File: config.mk
export PLATFORM = sky130hd
export DESIGN_NAME = iiitb_brg_prog
export DESIGN_NICKNAME = d
export VERILOG_FILES = /design/src/rtl/iiitb_brg_prog.sv
export SDC_FILE = /design/constraint.sdc
export NUM_CORES = 1
export LEC_CHECK = 0
export ABC_AREA = 0
export CAP_MARGIN = 10
export CORE_MARGIN = 3
export CORE_UTILIZATION = 60
export DETAILED_ROUTE_END_ITERATION = 7
export PLACE_DENSITY_LB_ADDON = 0.3
export SYNTH_ARGS = -nofsm -noshare
export SYNTH_HDL_FRONTEND = slang
export SYNTH_SLANG_ARGS = --single-unit
File: constraint.sdc
create_clock -name clk -period 7.4 [get_ports clk]
set_input_delay 1.48 -clock clk [delete_from_list [all_inputs] [get_ports clk]]
set_output_delay 1.48 -clock clk [all_outputs]
set_load 0.02 [all_outputs]
File: src/rtl/iiitb_brg_prog.sv
// Programmable fractional baud-rate generator: oversample tick, bit tick and 50% baud clock.
// The divisor comes from a preset table or custom ports and changes only on bit boundaries.
module iiitb_brg_prog #(
  parameter int DIV_W  = 16,
  parameter int FRAC_W = 4,
  parameter int OVS    = 16,
  parameter logic [DIV_W+FRAC_W-1:0] PRESET0 = {16'd325, 4'd8},
  parameter logic [DIV_W+FRAC_W-1:0] PRESET1 = {16'd162, 4'd12},
  parameter logic [DIV_W+FRAC_W-1:0] PRESET2 = {16'd27,  4'd2}
) (
  input  logic              clk,
  input  logic              reset,
  input  logic              en,
  input  logic [1:0]        sel,
  input  logic [DIV_W-1:0]  div_int,
  input  logic [FRAC_W-1:0] div_frac,
  input  logic              cfg_load,
  output logic              cfg_busy,
  output logic              cfg_ack,
  output logic              ovs_tick,
  output logic              bit_tick,
  output logic              clkout,
  output logic              div_err
);

  localparam int OVS_W = $clog2(OVS);

  logic [DIV_W-1:0]  in_int, act_int_q, act_int_d, shadow_int_q, shadow_int_d, cur_int;
  logic [FRAC_W-1:0] in_frac, act_frac_q, act_frac_d, shadow_frac_q, shadow_frac_d, cur_frac;
  logic [FRAC_W-1:0] acc_q, acc_d;
  logic [FRAC_W:0]   sum;
  logic [DIV_W:0]    cnt_q, cnt_d, period;
  logic [OVS_W-1:0]  ovs_cnt_q, ovs_cnt_d;
  logic              in_bad, shadow_bad_q, shadow_bad_d;
  logic              busy_q, busy_d, ack_q, ack_d, err_q, err_d, init_q, init_d;
  logic              ovs_tick_q, ovs_tick_d, bit_tick_q, bit_tick_d, clkout_q, clkout_d;
  logic              period_end, wrap, apply;

  // Presets pass through untouched; only a custom integer divisor below 2 is clamped.
  always_comb begin
    in_int  = div_int;
    in_frac = div_frac;
    in_bad  = 1'b0;
    case (sel)
      2'b00:   {in_int, in_frac} = PRESET0;
      2'b01:   {in_int, in_frac} = PRESET1;
      2'b10:   {in_int, in_frac} = PRESET2;
      default: begin
        if (div_int < DIV_W'(2)) begin
          in_int = DIV_W'(2);
          in_bad = 1'b1;
        end
      end
    endcase
  end

  always_comb begin
    act_int_d     = act_int_q;
    act_frac_d    = act_frac_q;
    shadow_int_d  = shadow_int_q;
    shadow_frac_d = shadow_frac_q;
    shadow_bad_d  = shadow_bad_q;
    acc_d         = acc_q;
    cnt_d         = cnt_q;
    ovs_cnt_d     = ovs_cnt_q;
    busy_d        = busy_q;
    err_d         = err_q;
    init_d        = init_q;
    clkout_d      = clkout_q;
    ack_d         = 1'b0;
    ovs_tick_d    = 1'b0;
    bit_tick_d    = 1'b0;

    // Until the first edge after reset the inputs themselves are the active divisor.
    cur_int    = init_q ? act_int_q  : in_int;
    cur_frac   = init_q ? act_frac_q : in_frac;
    sum        = {1'b0, acc_q} + {1'b0, cur_frac};
    period     = {1'b0, cur_int} + {{DIV_W{1'b0}}, sum[FRAC_W]};
    period_end = en && (cnt_q == period - (DIV_W+1)'(1));
    wrap       = period_end && (ovs_cnt_q == OVS_W'(OVS - 1));
    apply      = busy_q && (wrap || !en);

    if (!init_q) begin
      act_int_d  = in_int;
      act_frac_d = in_frac;
      err_d      = err_q | in_bad;
      init_d     = 1'b1;
    end

    if (en) begin
      if (period_end) begin
        cnt_d      = '0;
        acc_d      = sum[FRAC_W-1:0];
        ovs_tick_d = 1'b1;
        bit_tick_d = wrap;
        ovs_cnt_d  = wrap ? '0 : ovs_cnt_q + OVS_W'(1);
        if (wrap || ovs_cnt_q == OVS_W'(OVS/2 - 1))
          clkout_d = ~clkout_q;
      end else begin
        cnt_d = cnt_q + (DIV_W+1)'(1);
      end
    end else begin
      cnt_d     = '0;
      acc_d     = '0;
      ovs_cnt_d = '0;
      clkout_d  = 1'b0;
    end

    // The shadow takes effect only at a bit boundary, so a running bit is never cut short.
    if (apply) begin
      act_int_d  = shadow_int_q;
      act_frac_d = shadow_frac_q;
      err_d      = err_q | shadow_bad_q;
      acc_d      = '0;
      ack_d      = 1'b1;
      busy_d     = 1'b0;
    end

    if (cfg_load) begin
      shadow_int_d  = in_int;
      shadow_frac_d = in_frac;
      shadow_bad_d  = in_bad;
      busy_d        = 1'b1;
    end
  end

  always_ff @(posedge clk or posedge reset) begin
    if (reset) begin
      act_int_q     <= '0;
      act_frac_q    <= '0;
      shadow_int_q  <= '0;
      shadow_frac_q <= '0;
      shadow_bad_q  <= 1'b0;
      acc_q         <= '0;
      cnt_q         <= '0;
      ovs_cnt_q     <= '0;
      busy_q        <= 1'b0;
      ack_q         <= 1'b0;
      err_q         <= 1'b0;
      init_q        <= 1'b0;
      ovs_tick_q    <= 1'b0;
      bit_tick_q    <= 1'b0;
      clkout_q      <= 1'b0;
    end else begin
      act_int_q     <= act_int_d;
      act_frac_q    <= act_frac_d;
      shadow_int_q  <= shadow_int_d;
      shadow_frac_q <= shadow_frac_d;
      shadow_bad_q  <= shadow_bad_d;
      acc_q         <= acc_d;
      cnt_q         <= cnt_d;
      ovs_cnt_q     <= ovs_cnt_d;
      busy_q        <= busy_d;
      ack_q         <= ack_d;
      err_q         <= err_d;
      init_q        <= init_d;
      ovs_tick_q    <= ovs_tick_d;
      bit_tick_q    <= bit_tick_d;
      clkout_q      <= clkout_d;
    end
  end

  assign cfg_busy = busy_q;
  assign cfg_ack  = ack_q;
  assign ovs_tick = ovs_tick_q;
  assign bit_tick = bit_tick_q;
  assign clkout   = clkout_q;
  assign div_err  = err_q;

endmodule

---- After elaboration in Yosys (flattened, before gate mapping) ----
Cells that the tools add are included.
Widths: inputs -> output; s select.
word-level totals
  register bits ........................... 73
  bits of input ports ..................... 26
operators by class
  add/subtract/negate cells ............... 5
  $lt $le $gt $ge ......................... 1
  equal/unequal tests ..................... 9
  mux-type cells .......................... 29
  bitwise logic cells ..................... 3
  reduce and logical (&&, ||, !) cells .... 10
operators by type and width
  cell                   count
  $mux 16                3
  $pmux 16 s3            1
  $mux 17                2
  $mux 4                 8
  $add 16x1->17          1
  $add 17x1->17 const B  1
  $eq 17x17->1           1
  $sub 17x1->17 const B  1
  $lt 16x2->1 const B    1
  $mux 1                 14
  $pmux 4 s3             1
  $ne 2x1->1 const B     3
  $add 4x4->5            1
  $add 4x1->4 const B    1
  $eq 4x3->1 const B     1
  $eq 4x4->1 const B     1
  $logic_and 1x1->1      3
  $ne 3x1->1 const B     1
  $reduce_or 3->1        1
  $eq 2x1->1 const B     1
  $eq 2x2->1 const B     1
  $logic_not 2->1        1
  $logic_or 1x1->1       2
  $or 1x1->1             2
  4 further kinds        4

---- Logic depth before layout (Yosys ltp) ----
  word-level depth ........................ 13
  gate-level depth with buffers ........... 22

---- Worst setup path before layout ----
No wires, ideal clock.
  path type ............................... in2reg
  from .................................... input sel[0]
  to ...................................... register act_frac_q[0]
  setup time .............................. 125 ps
  data arrival time ....................... 6475 ps
  required time ........................... 7275 ps
  slack ................................... 800 ps
  stages on the path ...................... 19
  path buffers ............................ 4
  cell sequence ........................... ha_1 -> buf_6 -> clkbuf_1 -> clkbuf_1 -> mux2i_1 -> a21oi_1 -> fa_1 -> a21o_1 -> a21oi_1 -> ha_1 -> ha_1 -> nor2b_1 -> a21oi_1 -> or4_4 -> or4_4 -> a2111oi_4 -> a32oi_2 -> buf_6 -> mux2_4
on the way
  longest elaborated chain between the ends .. 12
  elaborated cells on any way between the ends .. 16
  classes of those cells .................. 3 x add/sub; 3 x eq/ne; 5 x mux; 5 x reduce/logical
RTL lines
  what                                      line  text
  from (decl)                               14    input logic [1:0] sel,
  $eq 2x2->1, or another cell as far along  44    case (sel)
  $pmux 4 s3                                44
  $mux 4                                    83    if (!init_q) begin
  $add 4x4->5                               77    sum = {1'b0, acc_q} + {1'b0, cur_frac};
  $add 16x1->17                             78    period = {1'b0, cur_int} + {{DIV_W{1'b0}}, sum[FRAC_W]};
  $sub 17x1->17                             79    period_end = en && (cnt_q == period - (DIV_W+1)'(1));
  $eq 17x17->1                              79
  $logic_and 1x1->1                         79
  $logic_and 1x1->1                         80    wrap = period_end && (ovs_cnt_q == OVS_W'(OVS - 1));
  $logic_or 1x1->1                          81    apply = busy_q && (wrap || !en);
  $logic_and 1x1->1                         81
  $mux 4 *                                  110   if (apply) begin
  net act_frac_d[0]                         29    logic [FRAC_W-1:0] in_frac, act_frac_q, act_frac_d, shadow_frac_q, shadow_frac_d, cur_frac;
  to (signal assigned)                      146   act_frac_q <= act_frac_d;
  to (decl)                                 29
Mark *: on every way through the listed nets, which the timed path passes. The rest lies on a longest branch.
A chain may end at the register's enable or synchronous reset.

---- Worst setup path after layout ----
  from .................................... input sel[0]
  to ...................................... register act_int_q[11]
on the way
  longest elaborated chain between the ends .. 12
  elaborated cells on any way between the ends .. 16
  classes of those cells .................. 3 x add/sub; 3 x eq/ne; 5 x mux; 5 x reduce/logical
RTL lines
  what                                      line  text
  $eq 2x2->1, or another cell as far along  44
  $pmux 4 s3                                44
  $mux 4                                    -
  $add 4x4->5                               77
  $add 16x1->17                             78
  $sub 17x1->17                             79
  $eq 17x17->1                              79
  $logic_and 1x1->1                         79
  $logic_and 1x1->1                         80
  $logic_or 1x1->1                          81
  $logic_and 1x1->1                         81
  $mux 16 *                                 110
  net act_int_d[11]                         28    logic [DIV_W-1:0] in_int, act_int_q, act_int_d, shadow_int_q, shadow_int_d, cur_int;
  to (signal assigned)                      145   act_int_q <= act_int_d;
  to (decl)                                 28
Marks and branches as above.

==> summary.txt <==
Pwr
  • Total power: approximately 1.0 mW
  • Pwr Density: around 190 mW/mm^2
  • Switch share: 0.311
  • Seq pwr share: 0.442
  • Leak pwr: approximately 2.3 nW
  • Combinational Power Share: 0.249
  • Clock power share: 0.309
  • Worst ir drop on vdd: 0.000118 V
  • Internal: between 600 and 700 uW
  • P_sw: roughly 310 uW

Cells and area
  • Fill count: 545
  • Final #Nets: 550
  • Area growth syn-to-layout: 12.4%
  • Fin util: 0.710
  • # diodes: 0
  • Fraction of layout cells with a size suffix above 1: 0.125

Setup path
  • R2R Setup Slk: 2.08 ns
  • Critical path origin: sel[0]
  • Reg2Reg Capture Point: act_int_q[11]
  • Critical path capture point type: flop
  • Required time of the critical path: around 7.6 ns
  • Critical Path End: act_int_q[11]
  • R2r startpoint: init_q
  • CP Launch Type: input pin
  • Critical path arrival: between 6 and 7 ns
  • Crit path max fanout: 22
  • R2r worst-path depth: 17
  • Crit path kind: in2reg

Floorplan
  • Die Area: about 0.0089 mm^2
  • Ports: 32
  • Die Width: 94.1 um
  • Die height: about 94 um
  • Starting Density: 0.632
  • Floorplan row count: 31
  • CORE AREA: ~0.0074 mm^2

CTS
  • CTS resizes: 0
  • CTS buffer count: 9
  • CTS root buf: clkbuf_8
  • Clock buffer depth: 2
  • Worst-Skew Late Latency: 0.35 ns
  • Post-CTS Hold Buffers: 0
  • H-tree Lvls: 3
  • Post-CTS setup buffer count: 0
  • CTS tree: built
  • Worst-path clk slew: ~0.070 ns
  • Clk sink count: 73

Timing
  • Worst-Margin Slew: 1.22 ns
  • Hold Violations, Final: 0
  • Fmax: roughly 0.15 GHz
  • Rel. slew slack: 0.187
  • Skew final: 0.00936 ns
  • RSZ-0062 raised after global routing: no
  • Min Tclk post-route: between 6 and 7 ns
  • Max-slew violation count: 0
  • Tcrit/Tclk final: 0.890
  • Final worst slack: between 0.8 and 0.9 ns
  • Setup violators final: 0
  • Setup TNS: 0 ns

Yosys
  • Synth Flop Type: dfrtp_1
  • Synthesized Nets: around 520
  • Cells after synthesis: approximately 480
  • Mapped Area: roughly 0.0047 mm^2
  • Post-synthesis sequential area ratio: 0.392
  • Syn Area/Cell: between 9 and 10 um^2
  • #FFs+latches synth: between 70 and 80
  • Yosys Warn Count: 0
  • Netlist cell types: 65
  • Ys async rst share: 1.00
  • Post-synth EDFFs: 0

Min path
  • Hold WC Path Type: reg2reg
  • Min-delay src: ovs_cnt_q[3]

Placed design
  • Worst slack, placed: 0.560 ns
  • GPL Wtd Cong: about 0.86
  • DP HPWL: roughly 8 mm
  • Port bufs: 31

Detailed routing
  • DR DRC count: 0
  • Routed WL: roughly 11 mm
  • Vias: about 3800
  • DR vias/cell: 6.24
  • Router iterations before antenna repair: 5
  • Wirelength per Cell: between 15 and 20 um
  • DR iter-0 viols: approximately 220
  • DRT antenna net count: 0

Global route
  • GRT Util Overall: 0.270
  • Total grt overflow: 0
  • Largest net degree at the start of global routing: 74
  • Global-route wire length before repair: between 15 and 20 mm
  • Vias in the first global route: around 3900
  • Initial antenna violation count: 0

Outcome
  • Status: completed

Run
  • Max cap viols: 0
==> layout by cell type (no fill, tap or decap), types with 3 or more instances in the layout <==
| cell type | n |
|---|---|
| a211oi_1 | 6 |
| a21o_1 | 6 |
| a21oi_1 | 20 |
| and2_1 | 9 |
| and3_1 | 12 |
| buf_4 | 8 |
| clkbuf_8 | 10 |
| clkdlybuf4s50_1 | 31 |
| dfrtp_1 | 73 |
| ha_1 | 13 |
| inv_1 | 20 |
| mux2_2 | 15 |
| mux2_4 | 15 |
| mux2i_1 | 18 |
| nand2_1 | 33 |
| nand2b_1 | 5 |
| nand3_1 | 19 |
| nand4_1 | 14 |
| nor2_1 | 40 |
| nor2b_1 | 5 |
| nor3_1 | 9 |
| nor4_1 | 7 |
| o21ai_0 | 26 |
| o31ai_1 | 8 |
| or3_1 | 5 |
| or4_1 | 3 |
| xnor2_1 | 16 |
| xor2_1 | 15 |
==> final cells by class <==
class / instances / area (um^2) / area share
clock buffers: 10 / 138 / 0.0263
repair buffers: 39 / 370 / 0.0708
inverters: 22 / 82.6 / 0.0158
flip-flops and latches: 73 / 1830 / 0.349
clock inverters: 5 / 56.3 / 0.0108
well taps: 99 / 124 / 0.0237
multi-input cells: 365 / 2630 / 0.503
==> per-layer routing <==
metal / part of all wire / up-vias / GRT usage
li1: - / 1794 / -
met5: 0 / - / 0
met2: 0.48 / 125 / 0.436
met4: 0.042 / 0 / 0.147
met1: 0.44 / 1867 / 0.345
met3: 0.046 / 42 / 0.0441
==> worst min path at each step <==
stage,to,cells past startpoint
6_report,ovs_cnt_q[3],1
5_1_grt,act_frac_q[2],1
4_1_cts,act_int_q[10],1
3_5_place_dp,act_int_q[10],1
3_3_place_gp,ovs_cnt_q[3],1
2_1_floorplan,ovs_cnt_q[3],1
==> per-stage QoR <==
step | instances | instance area [um^2] | hold WS, ns
6_report | 613 | 5230 | 0.511
5_1_grt | 613 | 5230 | 0.528
4_1_cts | 613 | 5230 | 0.511
3_5_place_dp | 598 | 5040 | 0.494
3_3_place_gp | 598 | 5040 | 0.467
2_1_floorplan | 483 | 4650 | 0.446
==> cells in the mapped netlist, types with 2 or more instances <==
| master | number | area (um^2) |
|---|---|---|
| a2111oi_4 | 2 | 55.1 |
| a211oi_1 | 6 | 45.0 |
| a21o_1 | 6 | 45.0 |
| a21oi_1 | 20 | 100 |
| a31oi_1 | 2 | 12.5 |
| a32oi_1 | 2 | 17.5 |
| and2_1 | 9 | 56.3 |
| and3_1 | 12 | 75.1 |
| and3b_1 | 2 | 17.5 |
| buf_2 | 2 | 10.0 |
| buf_6 | 3 | 33.8 |
| clkbuf_1 | 18 | 67.6 |
| dfrtp_1 | 73 | 1830 |
| ha_1 | 13 | 163 |
| inv_1 | 21 | 78.8 |
| mux2_2 | 15 | 169 |
| mux2_4 | 15 | 225 |
| mux2i_1 | 18 | 180 |
| nand2_1 | 33 | 124 |
| nand2b_1 | 5 | 31.3 |
| nand3_1 | 19 | 95.1 |
| nand3b_1 | 2 | 15.0 |
| nand4_1 | 14 | 87.6 |
| nor2_1 | 40 | 150 |
| nor2b_1 | 5 | 31.3 |
| nor3_1 | 9 | 45.0 |
| nor4_1 | 7 | 43.8 |
| o211a_1 | 2 | 20.0 |
| o21a_1 | 2 | 15.0 |
| o21ai_0 | 26 | 130 |
| o22ai_1 | 2 | 12.5 |
| o31ai_1 | 8 | 60.1 |
| or2_2 | 2 | 12.5 |
| or3_1 | 5 | 31.3 |
| or4_1 | 3 | 22.5 |
| or4_4 | 2 | 22.5 |
| xnor2_1 | 16 | 140 |
| xor2_1 | 15 | 131 |
==> power groups by stage <==
stage	clock, mW	combinational (mW)	sequential, mW
2_1_floorplan	0	0.176	0.451
3_3_place_gp	0	0.241	0.452
3_5_place_dp	0	0.247	0.453
4_1_cts	0.319	0.249	0.446
5_1_grt	0.334	0.276	0.449
6_report	0.313	0.251	0.446
==> critical path: stages <==
cell and delay [ns]:
clkdlybuf4s50_1 0.54, ha_1 0.34, mux2i_1 0.29, a21oi_1 0.16, fa_1 0.47, a21o_1 0.18, a21oi_1 0.16, ha_1 0.18
ha_1 0.23, nor2b_1 0.19, a21oi_1 0.15, or4_4 0.59, or4_4 0.51, a2111oi_4 0.36, buf_4 0.22, a32oi_2 0.10
buf_4 0.29, mux2_4 0.35
==> registers in the layout (all words and copies together), names as in the netlist, 4 cells and up <==
register	cells
acc_q	4
act_frac_q	4
act_int_q	16
cnt_q	17
ovs_cnt_q	4
shadow_frac_q	4
shadow_int_q	16
==> kinds of logic after synthesis <==
| kind of cell | count (synthesis) | synth area share |
|---|---|---|
| AND/OR/NAND/NOR | 175 | 0.196 |
| AO/OA/AOI/OAI | 95 | 0.146 |
| flip-flops | 73 | 0.392 |
| multiplexers | 49 | 0.126 |
| buffers and inverters | 45 | 0.0417 |
| XOR/XNOR | 31 | 0.0583 |
| adder cells (fa/ha/maj) | 14 | 0.0392 |
| other | 1 | 0.000806 |
Note: power is estimated with default switching activity, not from simulation.
